### src/rtl/ocs_slot_switch.sv
// Behavioural optical circuit switch: per-slot rotation of ToR serial lanes,
// with a dark reconfiguration window inserted on every slot change.
module ocs_slot_switch #(
    parameter int P_PORT_NUM     = 8,
    parameter int P_SLOT0_OFFSET = 1,
    parameter int P_SLOT1_OFFSET = 3,
    parameter int P_CONFIG_DELAY = 125
) (
    input  logic                  i_clk,
    input  logic                  i_rst_n,
    input  logic                  i_slot_id,
    input  logic [P_PORT_NUM-1:0] i_tor_txp,
    input  logic [P_PORT_NUM-1:0] i_tor_txn,
    output logic [P_PORT_NUM-1:0] o_tor_rxp,
    output logic [P_PORT_NUM-1:0] o_tor_rxn,
    output logic                  o_link_up,
    output logic                  o_cfg_slot
);

    localparam int OFF0 = P_SLOT0_OFFSET % P_PORT_NUM;
    localparam int OFF1 = P_SLOT1_OFFSET % P_PORT_NUM;
    localparam logic HAS_WIN = (P_CONFIG_DELAY != 0) ? 1'b1 : 1'b0;
    localparam logic [15:0] LAST_CNT = 16'(P_CONFIG_DELAY - 1);

    logic                  s1_r;
    logic                  s2_r;
    logic                  cfg_slot_r;
    logic                  blank_r;
    logic [15:0]           cnt_r;
    logic [P_PORT_NUM-1:0] map0_rxp_s;
    logic [P_PORT_NUM-1:0] map0_rxn_s;
    logic [P_PORT_NUM-1:0] map1_rxp_s;
    logic [P_PORT_NUM-1:0] map1_rxn_s;
    logic [P_PORT_NUM-1:0] rxp_s;
    logic [P_PORT_NUM-1:0] rxn_s;

    // Two-flop synchroniser for the controller's asynchronous slot id.
    always_ff @(posedge i_clk or negedge i_rst_n) begin
        if (!i_rst_n) begin
            s1_r <= 1'b0;
            s2_r <= 1'b0;
        end else begin
            s1_r <= i_slot_id;
            s2_r <= s1_r;
        end
    end

    // Slot load and dark-window timer; a new slot always restarts the window.
    always_ff @(posedge i_clk or negedge i_rst_n) begin
        if (!i_rst_n) begin
            cfg_slot_r <= 1'b0;
            blank_r    <= 1'b1;
            cnt_r      <= 16'd0;
        end else if (s2_r != cfg_slot_r) begin
            cfg_slot_r <= s2_r;
            blank_r    <= HAS_WIN;
            cnt_r      <= 16'd0;
        end else if (blank_r) begin
            if (!HAS_WIN || (cnt_r == LAST_CNT)) begin
                blank_r <= 1'b0;
            end else begin
                cnt_r <= cnt_r + 16'd1;
            end
        end else begin
            cnt_r <= cnt_r;
        end
    end

    // Both candidate rotations are fixed wiring; receiver j listens to (j+off) mod N.
    for (genvar j = 0; j < P_PORT_NUM; j++) begin : g_port
        localparam int SRC0 = (j + OFF0) % P_PORT_NUM;
        localparam int SRC1 = (j + OFF1) % P_PORT_NUM;
        assign map0_rxp_s[j] = i_tor_txp[SRC0];
        assign map0_rxn_s[j] = i_tor_txn[SRC0];
        assign map1_rxp_s[j] = i_tor_txp[SRC1];
        assign map1_rxn_s[j] = i_tor_txn[SRC1];
    end

    // Combinational lane select; dark state drives a static idle (p=0, n=1).
    always_comb begin
        rxp_s = {P_PORT_NUM{1'b0}};
        rxn_s = {P_PORT_NUM{1'b1}};
        if (blank_r) begin
            rxp_s = {P_PORT_NUM{1'b0}};
            rxn_s = {P_PORT_NUM{1'b1}};
        end else if (cfg_slot_r) begin
            rxp_s = map1_rxp_s;
            rxn_s = map1_rxn_s;
        end else begin
            rxp_s = map0_rxp_s;
            rxn_s = map0_rxn_s;
        end
    end

    assign o_tor_rxp  = rxp_s;
    assign o_tor_rxn  = rxn_s;
    assign o_link_up  = ~blank_r;
    assign o_cfg_slot = cfg_slot_r;

endmodule

### config.mk
export PLATFORM = sky130hd
export DESIGN_NAME = ocs_slot_switch
export DESIGN_NICKNAME = d
export VERILOG_FILES = /design/src/rtl/ocs_slot_switch.sv
export SDC_FILE = /design/constraint.sdc
export NUM_CORES = 1
export LEC_CHECK = 0
export BUFFER_PORTS_ARGS = -buffer_cell sky130_fd_sc_hd__buf_2
export CAP_MARGIN = 20
export CORE_MARGIN = 2
export CORE_UTILIZATION = 51
export CTS_CLUSTER_DIAMETER = 60
export DETAILED_ROUTE_END_ITERATION = 12
export PLACE_DENSITY = 0.87
export SLEW_MARGIN = 20
export SYNTH_ARGS = -nofsm -noshare
export SYNTH_HDL_FRONTEND = slang
export SYNTH_SLANG_ARGS = --single-unit
### constraint.sdc
create_clock -name i_clk -period 2.55 [get_ports i_clk]
set_input_delay 0 -clock i_clk [delete_from_list [all_inputs] [get_ports i_clk]]
set_output_delay 0 -clock i_clk [all_outputs]
set_load 0.02 [all_outputs]
Yosys cells after proc, flatten, opt, wreduce, memory -nomap -nowiden
Index checks and enable logic that the tools add are counted.
{ "op_classes": {"n_lt_le_gt_ge": 0, "multipliers": 0, "add_sub_neg": 1, "n_reduce_logical": 2, "n_bitwise": 1, "n_mux": 10, "eq_ne": 3, "shift": 0, "div": 0} }
{ "op_table": {"columns": ["op", "n"], "rows": [
  ["two-way mux 16 bit", 3],
  ["two-way mux 8 bit", 4],
  ["adder 16 x 1 -> 16 bit (second input constant)", 1],
  ["== test 16 x 7 -> 1 bit (second input constant)", 1],
  ["two-way mux 1 bit", 3],
  ["!= test 2 bit (second input constant)", 1],
  ["AND reduction 2 bit", 1],
  ["nonzero test 2 bit", 1],
  ["!= test 1 bit", 1],
  ["inverter 1 bit", 1]
]} }
{ "totals": {"word_cells": 22, "register_bits": 20, "ram_bits": 0, "rom_bits": 0, "mem_count": 0, "latchBits": 0} }

Longest topological paths before layout
{ "depth": {"ltp_word": 4, "mapped_depth": 6, "depth_no_buf": 6} }

Least setup slack after synthesis
OpenSTA, ideal clock, no wires.
{ "synth_path": {"kind": "register -> register", "from": "reg cnt_r[7]", "to": "reg cnt_r[3]", "required_ns": 2.424, "slack_ns": 0.703, "t_arrival_ns": 1.721, "path_stages_with_launch": 5, "synth_period_minus_slack_ns": 1.847, "n_path_buf": 0, "cell_sequence": "dfrtp_1 -> or4_4 -> o41ai_4 -> or3_2 -> a21oi_1"} }
{ "synth_via": {"elab_chain_cells": 3} }
{ "synth_rtl": {"columns": ["element", "line", "source"], "rows": [
  ["start: declaration", "29", "logic [15:0] cnt_r;"],
  ["start signal: assignment", "62", "cnt_r <= cnt_r + 16'd1;"],
  ["start signal: assignment", "65", "cnt_r <= cnt_r;"],
  ["== test 16 x 7 -> 1 bit", "59", "if (!HAS_WIN || (cnt_r == LAST_CNT)) begin"],
  ["!= test 2 bit (no source line)", null, null],
  ["AND reduction 2 bit (no source line)", null, null]
]} }
No other way between the ends.
A chain may end at the register's enable or synchronous reset.

Final worst setup path
Same ends and word-level chain as after synthesis.

==> impl_metrics.yaml <==
run_status:
  status: "finished, final reports clean"
cts:
  cts.sinks: 20
  h-tree-depth: 1
  post_cts_resized: 0
  clkSlewWorstSetupHoldPaths_ps: 120
  cts-buffers-inserted: 3
  root_buffer: "clkbuf_4"
  clock_path_buffers: 2
  cts_tree: "done"
  clk_latency_ps: 310
worst_setup_path:
  worst_setup_path_end_kind: "flop"
  crit_fanout: 10
  crit_type: "reg -> reg"
  critPathLaunchType: "flop"
  cp.arrival_ps: 2270
  crit_required_ps: 2790
  regToRegStartpoint: "cnt_r[7]"
  r2r_setup_slack_ps: 520
  rr_worst_depth: 4
  rr_endpoint: "cnt_r[3]"
layout:
  fillers: 184
  antenna-diode-count: 0
  layout.nets: 199
  drive_gt1_frac: 0.299
  syn2layout_area_growth_pct: 21.8
synthesis:
  synth_warnings: 0
  async_flop_share: 1.00
  ys_seq_area_frac: 0.394
  syn-num-nets: 159
  synthFlopType: "dfrtp_1"
  ys_top_cells_by_area: "dfrtp_1 37%, mux2i_1 13%, nand2_1 4.4%, nor2_1 4.1%, xnor2_1 4.1%"
  synth_area_sq_um: 1270
  yosysTopAreaCell: "dfrtp_1"
  synth_seq_cells: 20
  yosys.cell_types.count: 31
  syn_area_per_cell_sq_um: 9.22
  yosys.area.top_type_share: 0.374
  synth_cells: 138
  synth_edf_count: 0
hold_path:
  hp-class: "in -> async"
sta:
  drv_slew: 0
  fmax_mhz: 492
  finalHoldViolations: 0
  tns_ps: 0
  rsz0062_at_grt: "false"
  hold_ws_ps: 164
  period_needed_ps: 2030
  fin_skew_ps: 10.6
  setup_violations: 0
  slew_headroom: 0.655
  period_share: 0.796
  worst_pin_slew_ps: 516
drt:
  vias: 1178
  ant_nets: 0
  wl_mm: 2.82
  firstDrtPassIters: 4
  viasPerCell: 5.69
  drc: 0
  post_drt_wl_per_cell_um: 13.6
  drt-initial-drc-count: 10
die:
  ios: 37
  die_y_um: 54.0
  dieArea_sq_um: 2910
  row_count: 18
  start_util: 0.528
  core-area_sq_um: 2410
  die_x_um: 54.0
global_route:
  grt_pass1_wl_mm: 4.66
  grt_usage: 0.219
  grt_pass1_vias: 1095
  overflow: 0
  grt_max_degree: 21
  antenna_found_initial: 0
pwr:
  internal-power_uw: 529
  power_uw: 698
  p_leak_uw: 0.000685
  seqPwrFrac: 0.489
  ir_drop_mv: 0.608
  switching_share: 0.242
  power_frac_comb: 0.137
  clkPwrFrac: 0.373
  p_switching_uw: 169
  powerDensity_nw_per_um2: 450
job:
  maxCapViolCount: 0
place:
  dpl.hpwl_mm: 2.13
  place_congestion: 0.828
  portBuffers: 36
## how the worst max path moves through the flow
stage,depth (start not counted),start,slack [ps],to
detailed placement,4,cnt_r[7],530,cnt_r[3]
floorplan,4,cnt_r[7],700,cnt_r[3]
global route,4,cnt_r[7],380,cnt_r[5]
global placement,4,cnt_r[7],630,cnt_r[6]
CTS,4,cnt_r[7],520,cnt_r[3]
finish,4,cnt_r[7],520,cnt_r[3]
## power groups by stage
stage	registers, uW	logic (uW)	clock network [uW]
after floorplan	345	58.7	0
after global placement	347	89.4	0
after detailed placement	348	93.5	0
after CTS	342	96.5	268
after global routing	343	107	281
final	342	96.0	260
## state kept, by name (all words and copies together), names as in the netlist
register,flops
s1_r,1
o_cfg_slot,1
cnt_r,16
s2_r,1
blank_r,1
## through the flow
stage	area (sq um)	instances	utilization	setup slack, ps
after global routing	1550	207	0.643	383
final	1550	207	0.643	519
after floorplan	1270	138	-	703
after CTS	1550	207	0.643	522
after detailed placement	1480	201	0.613	533
after global placement	1480	201	0.613	631
## final cells by class
cell class | instances | area, sq um | area share
multi-input cells | 108 | 724 | 0.467
flip-flops and latches | 20 | 502 | 0.324
repair buffers | 40 | 215 | 0.139
well taps | 30 | 37.5 | 0.0242
clock inverters | 1 | 30.0 | 0.0194
clock buffers | 3 | 22.5 | 0.0145
inverters | 5 | 18.8 | 0.0121
## metal layers
layer,routed length [um],share of wire,vias up,track usage
li1,-,-,573,-
met1,1110,0.39,560,0.232
met2,1530,0.54,43,0.435
met3,169,0.060,2,0.0500
met4,15,0.0053,0,0.0342
met5,0,0,-,0
## critical path: stages, from the launching register on
cell and delay [ps]:
dfrtp_1 460, or4_4 590, o41ai_4 590, o21ai_0 170, a21oi_1 170
## cells in the final DEF (no fill, tap or decap), drive strengths merged
cell type | netlist | routed
a21oi | 9 | 9
and3 | 1 | 1
and4 | 2 | 2
buf | 2 | 38
bufinv | 0 | 1
clkbuf | 3 | 3
clkinv | 1 | 1
dfrtp | 19 | 19
dfstp | 1 | 1
dlygate4sd3 | 0 | 2
ha | 2 | 2
inv | 4 | 4
mux2i | 16 | 16
nand2 | 15 | 15
nand3 | 8 | 8
nand4 | 1 | 1
nand4b | 1 | 1
nor2 | 15 | 15
nor4 | 4 | 4
nor4b | 2 | 2
o21ai | 10 | 10
o31ai | 1 | 1
o41ai | 1 | 1
or3 | 10 | 10
or4 | 3 | 3
xnor2 | 6 | 6
xor2 | 1 | 1
## kinds of logic (layout without fill, tap and decap cells)
family          count (synthesis)  after routing  synth area share
flops                          20             20             0.394
mux                            16             16             0.126
buf+inv                        10             49            0.0364
simple gates                   62             62             0.273
compound gates                 21             21             0.102
xor+xnor                        7              7            0.0482
fa+ha+maj                       2              2            0.0197
## Yosys cell counts, types with 2 or more instances
| cell | instances |
|---|---|
| ha_1 | 2 |
| or3_2 | 4 |
| a21oi_1 | 9 |
| nor4b_1 | 2 |
| xnor2_1 | 6 |
| or4_4 | 2 |
| nand2_1 | 15 |
| mux2i_1 | 16 |
| or3_1 | 6 |
| clkbuf_1 | 3 |
| o21ai_0 | 10 |
| nor4_1 | 4 |
| nand3_1 | 7 |
| nor2_1 | 14 |
| dfrtp_1 | 19 |
| inv_1 | 4 |
## repair_timing
| action | in CTS | in global routing |
|---|---|---|
| hold buffers | 2 | 0 |
| hold endpoints to repair | 21 | 0 |
| setup buffers | 0 | 0 |
Power figures use the tool's default switching activity.
